<file path="config.mk">
export PLATFORM = sky130hd
export DESIGN_NAME = axis_rr_arbiter_mux
export DESIGN_NICKNAME = d
export VERILOG_FILES = /design/src/rtl/axis_rr_arbiter_mux.sv
export SDC_FILE = /design/constraint.sdc
export NUM_CORES = 1
export LEC_CHECK = 0
export CAP_MARGIN = 10
export CORE_ASPECT_RATIO = 1.2
export CORE_MARGIN = 2
export CORE_UTILIZATION = 30
export CTS_CLUSTER_SIZE = 28
export DETAILED_ROUTE_END_ITERATION = 12
export GPL_TIMING_DRIVEN = 0
export PLACE_DENSITY = 0.85
export RECOVER_POWER = 50
export REMOVE_ABC_BUFFERS = 1
export SLEW_MARGIN = 0
export SYNTH_ARGS = -nofsm -noshare
export SYNTH_HDL_FRONTEND = slang
export SYNTH_SLANG_ARGS = --single-unit
</file>
<file path="constraint.sdc">
create_clock -name clk -period 1.77 [get_ports clk]
set_input_delay 0.2655 -clock clk [delete_from_list [all_inputs] [get_ports clk]]
set_output_delay 0.2655 -clock clk [all_outputs]
set_load 0.02 [all_outputs]
</file>
<file path="src/rtl/axis_rr_arbiter_mux.sv">
// Round-robin arbiter and mux that shares one AXI-Stream master between N_SRC slave streams.
// Build option: define AXIS_ARB_PKT_LOCK_EN to hold each grant until a tlast beat transfers.

module axis_rr_arbiter_mux #(
   parameter int N_SRC  = 4,
   parameter int DATA_W = 8,
   parameter int ID_W   = $clog2(N_SRC)
) (
   input  logic                    clk,
   input  logic                    rst,
   input  logic [N_SRC*DATA_W-1:0] s_axis_tdata,
   input  logic [N_SRC-1:0]        s_axis_tvalid,
   input  logic [N_SRC-1:0]        s_axis_tlast,
   output logic [N_SRC-1:0]        s_axis_tready,
   output logic [DATA_W-1:0]       m_axis_tdata,
   output logic                    m_axis_tvalid,
   output logic                    m_axis_tlast,
   output logic [ID_W-1:0]         m_axis_tid,
   input  logic                    m_axis_tready
);

   // state | meaning
   // IDLE  | bus free; outputs quiet, pick next source after `last`
   // GRANT | bus owned by `grant`; handshakes routed through the mux

   typedef enum logic {IDLE, GRANT} state_t;

   state_t            state, state_nxt;
   logic [ID_W-1:0]   grant, grant_nxt;
   logic [ID_W-1:0]   last, last_nxt;
   logic [ID_W-1:0]   pick;
   logic [ID_W-1:0]   idx;
   logic              pick_ok;
   logic              xfer;
   logic              beat_end;
   logic [DATA_W-1:0] src_data [N_SRC];

   for (genvar i = 0; i < N_SRC; i++) begin : g_unpack
      assign src_data[i] = s_axis_tdata[i*DATA_W +: DATA_W];
   end

   // First valid source at offsets 1..N_SRC after the previous owner.
   always_comb begin
      pick    = '0;
      pick_ok = 1'b0;
      idx     = '0;
      for (int off = 1; off <= N_SRC; off++) begin
         idx = ID_W'((int'(last) + off) % N_SRC);
         if (!pick_ok && s_axis_tvalid[idx]) begin
            pick    = idx;
            pick_ok = 1'b1;
         end
      end
   end

   always_comb begin
      m_axis_tdata  = '0;
      m_axis_tvalid = 1'b0;
      m_axis_tlast  = 1'b0;
      m_axis_tid    = '0;
      s_axis_tready = '0;
      if (state == GRANT) begin
         m_axis_tdata         = src_data[grant];
         m_axis_tvalid        = s_axis_tvalid[grant];
         m_axis_tlast         = s_axis_tlast[grant];
         m_axis_tid           = grant;
         s_axis_tready[grant] = m_axis_tready;
      end
   end

   assign xfer = m_axis_tvalid && m_axis_tready;

`ifdef AXIS_ARB_PKT_LOCK_EN
   assign beat_end = xfer && m_axis_tlast;
`else
   assign beat_end = xfer;
`endif

   always_comb begin
      state_nxt = state;
      grant_nxt = grant;
      last_nxt  = last;
      case (state)
         IDLE: begin
            if (pick_ok) begin
               grant_nxt = pick;
               state_nxt = GRANT;
            end
         end
         GRANT: begin
            if (beat_end) begin
               last_nxt  = grant;
               state_nxt = IDLE;
            end
         end
         default: state_nxt = IDLE;
      endcase
   end

   always_ff @(posedge clk) begin
      if (rst) begin
         state <= IDLE;
         grant <= '0;
         last  <= ID_W'(N_SRC - 1);
      end else begin
         state <= state_nxt;
         grant <= grant_nxt;
         last  <= last_nxt;
      end
   end

endmodule
</file>
**Yosys cells after proc, flatten, opt, wreduce, memory -nomap -nowiden**

Cells that the tools add are included.

- $lt $le $gt $ge: 7
- Bitwise operators: 3
- $add $sub $neg: 4
- Reductions and logical operators: 10
- Multiplexer cells: 33

Operator list:

| kind | count |
|---|---|
| $mux W8 | 3 |
| $bmux W8 S2 | 1 |
| $lt A2 B3 Y1 const B | 5 |
| $mux W1 | 15 |
| $bmux W1 S2 | 6 |
| $mux W2 | 5 |
| $logic_and A1 B1 Y1 | 5 |
| $add A2 B1 Y2 const B | 2 |
| $add A2 B2 Y2 const B | 2 |
| $and A4 B4 Y4 | 1 |
| $mux W4 | 1 |
| $reduce_and A2 Y1 | 2 |
| $ge A3 B3 Y1 const B | 1 |
| $logic_not A1 Y1 | 3 |
| $not A2 Y3 | 1 |
| $demux W1 S2 | 1 |
| $ge A2 B1 Y1 const B | 1 |
| $pmux W1 S2 | 1 |
| $not A1 Y1 | 1 |

- Output and inout port bits: 16
- Logic and storage cells: 60
- Bits in registers: 5
- Bits of input ports: 43

**Depth between registers and ports, before layout**

Gate-level depths: netlist (run 1).

- Depth in word-level cells: 15
- Mapped depth: 5
- Gate-level depth less buffers: 4

**Worst setup path after synthesis (run 1)**

Ideal clock, no wire load.

- Kind: reg2out
- From: reg grant[0]
- To: out m_axis_tdata[0]
- Arrival time: 1,364 ps
- Setup slack: 140 ps
- Stages on the path, launching flop included: 5
- Path buffers: 2
- Cells stage by stage: dfxtp_1 > buf_2 > buf_4 > mux4_2 > and2_1

- Word-level cells in the longest chain between the ends: 5

Ends and longest elaborated chain:

| element | RTL line | RTL |
|---|---|---|
| from (decl) | 29 | `logic [ID_W-1:0] grant, grant_nxt;` |
| from (signal assigned) | 107 | `grant <= grant_nxt;` |
| $not A2 Y3 (implied by the code) | 63 | `m_axis_tdata = src_data[grant];` |
| $bmux W8 S2 | 63 |  |
| $mux W8 (implied by the code) (2 in a row) | 63 |  |
| $mux W8 | 62 | `if (state == GRANT) begin` |
| to (decl) | 15 | `output logic [DATA_W-1:0] m_axis_tdata,` |

Every way passes these cells. The select of a mux whose other input is x is not followed.

**Worst setup path in the final report (run 1)**

- From: reg grant[0]
- To: out m_axis_tdata[4]

Same word-level chain as after synthesis.

==> flow_metrics.env, run 1 <==
export IMPL_status="finished with violations"
export IMPL_violations="negative setup slack"
export IMPL_cellInternalPower_uw=485
export IMPL_ys_flop_type="dfxtp_1"
export IMPL_cp_data_required_time_ns=1.50
export IMPL_end_kind="output pin"
export IMPL_cts_tree="done"
export IMPL_numClockSinks=5
export IMPL_reg2reg_slack_ns=0.31
export IMPL_tightest_slew_ns=0.532
export IMPL_dp_hpwl_um=1910
export IMPL_clk_latency_ns=0.27
export IMPL_p_leak_uw=0.000606
export IMPL_multiInputGateArea_um2=502
export IMPL_hold_class="input port to flop"
export IMPL_clockBufferDepth=2
export IMPL_crit_path_start_kind="flop"
export IMPL_core_area_um2=2050
export IMPL_critPathMaxFanout=4
export IMPL_switching_share_pct=33.6
export IMPL_final_core_util_pct=67.8
export IMPL_arrival_ns=1.67
export IMPL_period_needed_ns=1.94
export IMPL_cap_viol_max_count=0
export IMPL_fmax_ghz=0.517
export IMPL_finalWorstSetupSlack_ns=-0.165
export IMPL_numCtsBuffers=3
export IMPL_synth_edf_count=0
export IMPL_numPortBuffers=58
export IMPL_num_vias=894
export IMPL_final_max_slew_viol_count=0
export IMPL_rows=18
export IMPL_yosys_area_top_type="mux4_2"
export IMPL_fillCellCount=155
export IMPL_seqPwrFrac_pct=19.9
export IMPL_synth_area_top_cells="mux4_2, dfxtp_1, and2_1"
export IMPL_yosys_top_cells_count="and2_1, mux4_2, nor2_1"
export IMPL_avgSynthCellArea_um2=9.28
export IMPL_drc_errors=0
export IMPL_dr_pass1_iters=4
export IMPL_pwr_share_comb_pct=59.8
export IMPL_rr_worst_depth=4
export IMPL_final_nets=183
export IMPL_syn_inst=70
export IMPL_final_layout_size_suffix_gt1_share_pct=34.5
export IMPL_grt_use_total_pct=19.6
export IMPL_async_flop_share_pct=0
export IMPL_antenna_found_initial=0
export IMPL_diodes=0
export IMPL_grt_remaining_overflow=0
export IMPL_finalHoldViolCount=0
export IMPL_cts_htree_levels=1
export IMPL_die_x_um=46.5
export IMPL_clk_pin_slew_ns=0.06
export IMPL_period_share_pct=109
export IMPL_drtIter0Drc=22
export IMPL_clkPwrFrac_pct=20.3
export IMPL_finClkSkew_ns=0.0163
export IMPL_grt_pass1_vias=791
export IMPL_crit_path_end="m_axis_tdata[4]"
export IMPL_ys_ff_latch=5
export IMPL_grt_pass1_wl_um=3540
export IMPL_startpoint="grant[0]"
export IMPL_syn_area_um2=649
export IMPL_holdBufCountCts=0
export IMPL_grt_max_degree=16
export IMPL_power_uw=729
export IMPL_routed_wl_um=2980
export IMPL_rr_endpoint="last[0]"
export IMPL_slew_headroom_pct=64.2
export IMPL_ir_drop_mv=0.514
export IMPL_synth_top_area_share_pct=27.7
export IMPL_synth_most_common_cell="and2_1"
export IMPL_p_per_area_nw_per_um2=525
export IMPL_syn_to_final_growth_pct=114
export IMPL_seq_area_um2=111
export IMPL_switchingPower_uw=245
export IMPL_crit_reg2reg_launch="grant[1]"
export IMPL_critPathKind="flop to output pin"
export IMPL_dieHeight_um=55.0
export IMPL_ant_nets=0
export IMPL_synth_yosys_seq_area_share_pct=15.4
export IMPL_cts_root_buf="clkbuf_4"
export IMPL_ys_types=26
export IMPL_vias_per_cell=5.29
export IMPL_setup_viol=9
export IMPL_place_congestion=0.811
export IMPL_floorplan_initialDensity_pct=31.7
export IMPL_dieArea_um2=2550
export IMPL_rsz0062_at_grt="yes"
export IMPL_num_io_pins=59
export IMPL_wl_per_cell_um=17.6
export IMPL_yosysWarnings=0
==> how the worst min path moves through the flow <==
| stage | to | depth (start not counted) | startpoint | slack, ns |
|---|---|---|---|---|
| after floorplan | state | 1 | rst | 0.33 |
| after global routing | grant[0] | 3 | s_axis_tvalid[0] | 0.58 |
| after global placement | last[1] | 2 | last[1] | 0.52 |
| after detailed placement | last[1] | 2 | last[1] | 0.55 |
| final | grant[0] | 3 | s_axis_tvalid[0] | 0.55 |
| after CTS | grant[0] | 3 | s_axis_tvalid[0] | 0.55 |
==> placed cells by master, fill, tap and decap left out, types with 3 or more instances in the layout <==
cell type	count
and2_4	9
buf_4	6
buf_6	13
clkbuf_4	3
clkdlybuf4s50_1	38
dfxtp_4	3
dlygate4sd2_1	10
inv_1	6
mux4_2	10
nand2_1	4
nor2_1	8
o21ai_0	4
==> metal layers <==
metal | vias to the layer above | GRT usage (%) | wire length (um)
met3 | 6 | 7.79 | 428
met5 | - | 0 | 0
li1 | 400 | - | -
met1 | 423 | 18.9 | 1120
met4 | 0 | 6.67 | 47
met2 | 65 | 36.8 | 1380
==> worst max-delay path, stage by stage (launching register included) <==
cell	delay (ns)
dfxtp_4	0.37
buf_6	0.12
buf_4	0.11
mux4_2	0.49
and2_4	0.18
buf_6	0.12
==> area by class of cell <==
type                       instances  area share, %
clock buffer                       4           1.89
inverter                           6           1.62
multi-input combinational         54           36.1
sequential                         5           8.02
tap                               30           2.70
timing repair buffer              70           49.6
==> power groups by stage <==
| stage | clock network [uW] | logic, uW | registers (uW) |
|---|---|---|---|
| 6_report | 148 | 436 | 145 |
| 5_1_grt | 160 | 462 | 147 |
| 4_1_cts | 138 | 368 | 145 |
| 3_5_place_dp | 0 | 330 | 166 |
| 3_3_place_gp | 0 | 323 | 165 |
| 2_1_floorplan | 0 | 160 | 154 |
==> registers in the layout (all words and copies together), names as in the netlist <==
register / flops
grant: 2
last: 2
state: 1
==> per-stage QoR <==
step	setup WS (ns)	cells	setup TNS [ns]	hold slack (ns)	cell area [um2]
after floorplan	-0.0130	65	-0.0260	0.330	617
after global placement	-0.639	153	-6.97	0.519	1230
after detailed placement	-0.640	153	-7.36	0.547	1230
after CTS	-0.142	166	-0.651	0.551	1310
after global routing	-0.196	169	-1.33	0.582	1390
final	-0.165	169	-0.986	0.546	1390
==> what timing repair did <==
item	4_1_cts	5_1_grt
gates cloned	0	0
buffers inserted	9	3
resized for setup	63	28
pin swaps	1	0
endpoints found under the setup margin	18	9
==> logic make-up after synthesis <==
family,count (synthesis),synth area share [%]
simple gates,30,25.0
flops,5,15.4
compound gates,14,15.2
mux,10,35.8
buf+inv,11,8.48
Power figures use the tool's default switching activity.
==> inputs of run 2 (changes only) <==
--- a/config.mk
+++ b/config.mk
@@ -6,7 +6,7 @@
 export NUM_CORES = 1
 export LEC_CHECK = 0
 export CAP_MARGIN = 10
-export CORE_ASPECT_RATIO = 1.2
+export CORE_ASPECT_RATIO = 1.5
 export CORE_MARGIN = 2
 export CORE_UTILIZATION = 30
 export CTS_CLUSTER_SIZE = 28
@@ -14,7 +14,6 @@
 export GPL_TIMING_DRIVEN = 0
 export PLACE_DENSITY = 0.85
 export RECOVER_POWER = 50
-export REMOVE_ABC_BUFFERS = 1
 export SLEW_MARGIN = 0
 export SYNTH_ARGS = -nofsm -noshare
 export SYNTH_HDL_FRONTEND = slang
==> flow_metrics.env, run 2 (synthesis results as in run 1) <==
export IMPL_fmax_ghz=0.516
export IMPL_gr_usage_met2_pct=37.1
export IMPL_grt_use_met3_pct=4.46
export IMPL_drc_errors=0
export IMPL_setup_viol=10
export IMPL_ant_nets=0
export IMPL_floorplan_initialDensity_pct=32.0
export IMPL_multiInputGateArea_um2=512
export IMPL_numCtsBuffers=3
export IMPL_pwr_share_comb_pct=63.5
export IMPL_grt_max_degree=11
export IMPL_syn_to_final_growth_pct=118
export IMPL_clockBufferDepth=2
export IMPL_crit_path_start_kind="flop"
export IMPL_switching_share_pct=32.1
export IMPL_clk_pin_slew_ns=0.04
export IMPL_clkPwrFrac_pct=18.2
export IMPL_critPathMaxFanout=5
export IMPL_numPortBuffers=58
export IMPL_p_leak_uw=0.000633
export IMPL_slew_headroom_pct=65.9
export IMPL_dp_hpwl_um=1900
export IMPL_period_needed_ns=1.94
export IMPL_clk_latency_ns=0.24
export IMPL_final_layout_size_suffix_gt1_share_pct=36.1
export IMPL_met1_usage_pct=24.4
export IMPL_vias_per_cell=5.31
export IMPL_final_max_slew_viol_count=0
export IMPL_grt_pass1_vias=861
export IMPL_crit_family="multiplexers"
export IMPL_end_kind="output pin"
export IMPL_postLayoutCellArea_um2=1410
export IMPL_syn_nets=113
export IMPL_fillCellCount=165
export IMPL_critPathKind="flop to output pin"
export IMPL_cpMostUsedCell="buf_6"
export IMPL_p_per_area_nw_per_um2=520
export IMPL_ir_drop_mv=0.429
export IMPL_status="finished with violations"
export IMPL_rsz0062_at_grt="yes"
export IMPL_finClkSkew_ns=0.00174
export IMPL_crit_slowest_cell="mux4_2"
export IMPL_period_share_pct=110
export IMPL_seqPwrFrac_pct=18.3
export IMPL_final_setup_tns_ns=-0.875
export IMPL_violations="negative setup slack"
export IMPL_hold_slack_ns=0.556
export IMPL_die_x_um=42.0
export IMPL_placedCellCount=150
export IMPL_grt_pass1_wl_um=4020
export IMPL_slowest_delay_ns=0.51
export IMPL_finalWorstSetupSlack_ns=-0.169
export IMPL_cap_viol_max_count=0
export IMPL_switchingPower_uw=236
export IMPL_crit_path_cell_trace="buf_6, buf_6, buf_6, mux4_2, and2_4, buf_6"
export IMPL_cts_htree_levels=1
export IMPL_core_area_um2=2030
export IMPL_finalHoldViolCount=0
export IMPL_rows=20
export IMPL_path_buf_inv=4
export IMPL_cts_root_buf="clkbuf_4"
export IMPL_arrival_ns=1.67
export IMPL_top_regs="grant (2), last (2), state (1)"
export IMPL_cts_tree="done"
export IMPL_place_congestion=0.770
export IMPL_dpl_cell_area_um2=1260
export IMPL_dr_pass1_iters=4
export IMPL_layout_common_cells="clkdlybuf4s50_1, buf_6"
export IMPL_final_nets=188
export IMPL_final_common_cell="clkdlybuf4s50_1"
export IMPL_cp_data_required_time_ns=1.50
export IMPL_grt_use_total_pct=20.6
export IMPL_grt_remaining_overflow=0
export IMPL_routed_wl_um=2860
export IMPL_busiest_layer="met2"
export IMPL_drtIter0Drc=35
export IMPL_seq_area_um2=101
export IMPL_wl_per_cell_um=17.2
export IMPL_cellInternalPower_uw=500
export IMPL_num_io_pins=59
export IMPL_tightest_slew_ns=0.507
export IMPL_hold_class="flop to flop"
export IMPL_final_instance_count_excl_fill=166
export IMPL_dieArea_um2=2560
export IMPL_final_core_util_pct=69.8
export IMPL_numClockSinks=5
export IMPL_num_vias=881
export IMPL_holdBufCountCts=0
export IMPL_diodes=0
export IMPL_dieHeight_um=61.0
export IMPL_antenna_found_initial=0
run 2: changes by cell type in the layout (fill, tap and decap cells not counted), sizes merged:
cell	before	now
buf	21	26
run 2: what timing repair did:
action                                 4_1_cts  5_1_grt
endpoints found under the hold margin        0        0
resized for setup                           82        9
buffers inserted                             7        6
setup endpoints to repair                   16       12
gates cloned                                 0        0
pin swaps                                    0        0
run 2: metrics by stage:
step | total power [uW] | worst slack (ns)
final | 736 | -0.169
after detailed placement | 510 | -0.510
after global placement | 499 | -0.481
after global routing | 773 | -0.207
after CTS | 695 | -0.141
after floorplan | 327 | 0.140
run 2: cell type report:
type	instances	share of cell area, %
tap	22	1.95
buffer	4	2.48
clock buffer	4	1.86
sequential	5	7.17
multi-input combinational	54	36.2
timing repair buffer	71	48.8
inverter	6	1.59
run 2: worst min-delay path, stage by stage, from the launching register on:
cell and delay [ns]:
dfxtp_1 0.35, inv_1 0.06, o21ai_0 0.08
run 2: layer usage:
metal  share of wire [%]  wire length [um]  vias to the layer above
met5                   0                 0                        -
met4                0.74                21                        0
met3                 9.5               270                        3
met2                  50              1420                       65
met1                  40              1140                      403
li1                    -                 -                      410
run 2: final timing paths:
| check | from | to | slack [ns] | cells after the start |
|---|---|---|---|---|
| min | last[1] | last[1] | 0.56 | 2 |
| max | grant[0] | m_axis_tdata[1] | -0.17 | 6 |
| min reg2reg | last[1] | last[1] | 0.56 | 2 |
| max reg2reg | grant[1] | last[1] | 0.29 | 5 |
run 2: power by group through the flow:
stage	Sequential [uW]	Combinational [uW]	Clock (uW)
after detailed placement	135	375	0
after CTS	135	424	136
final	135	467	134
after global placement	134	365	0
after floorplan	133	195	0
after global routing	137	491	145
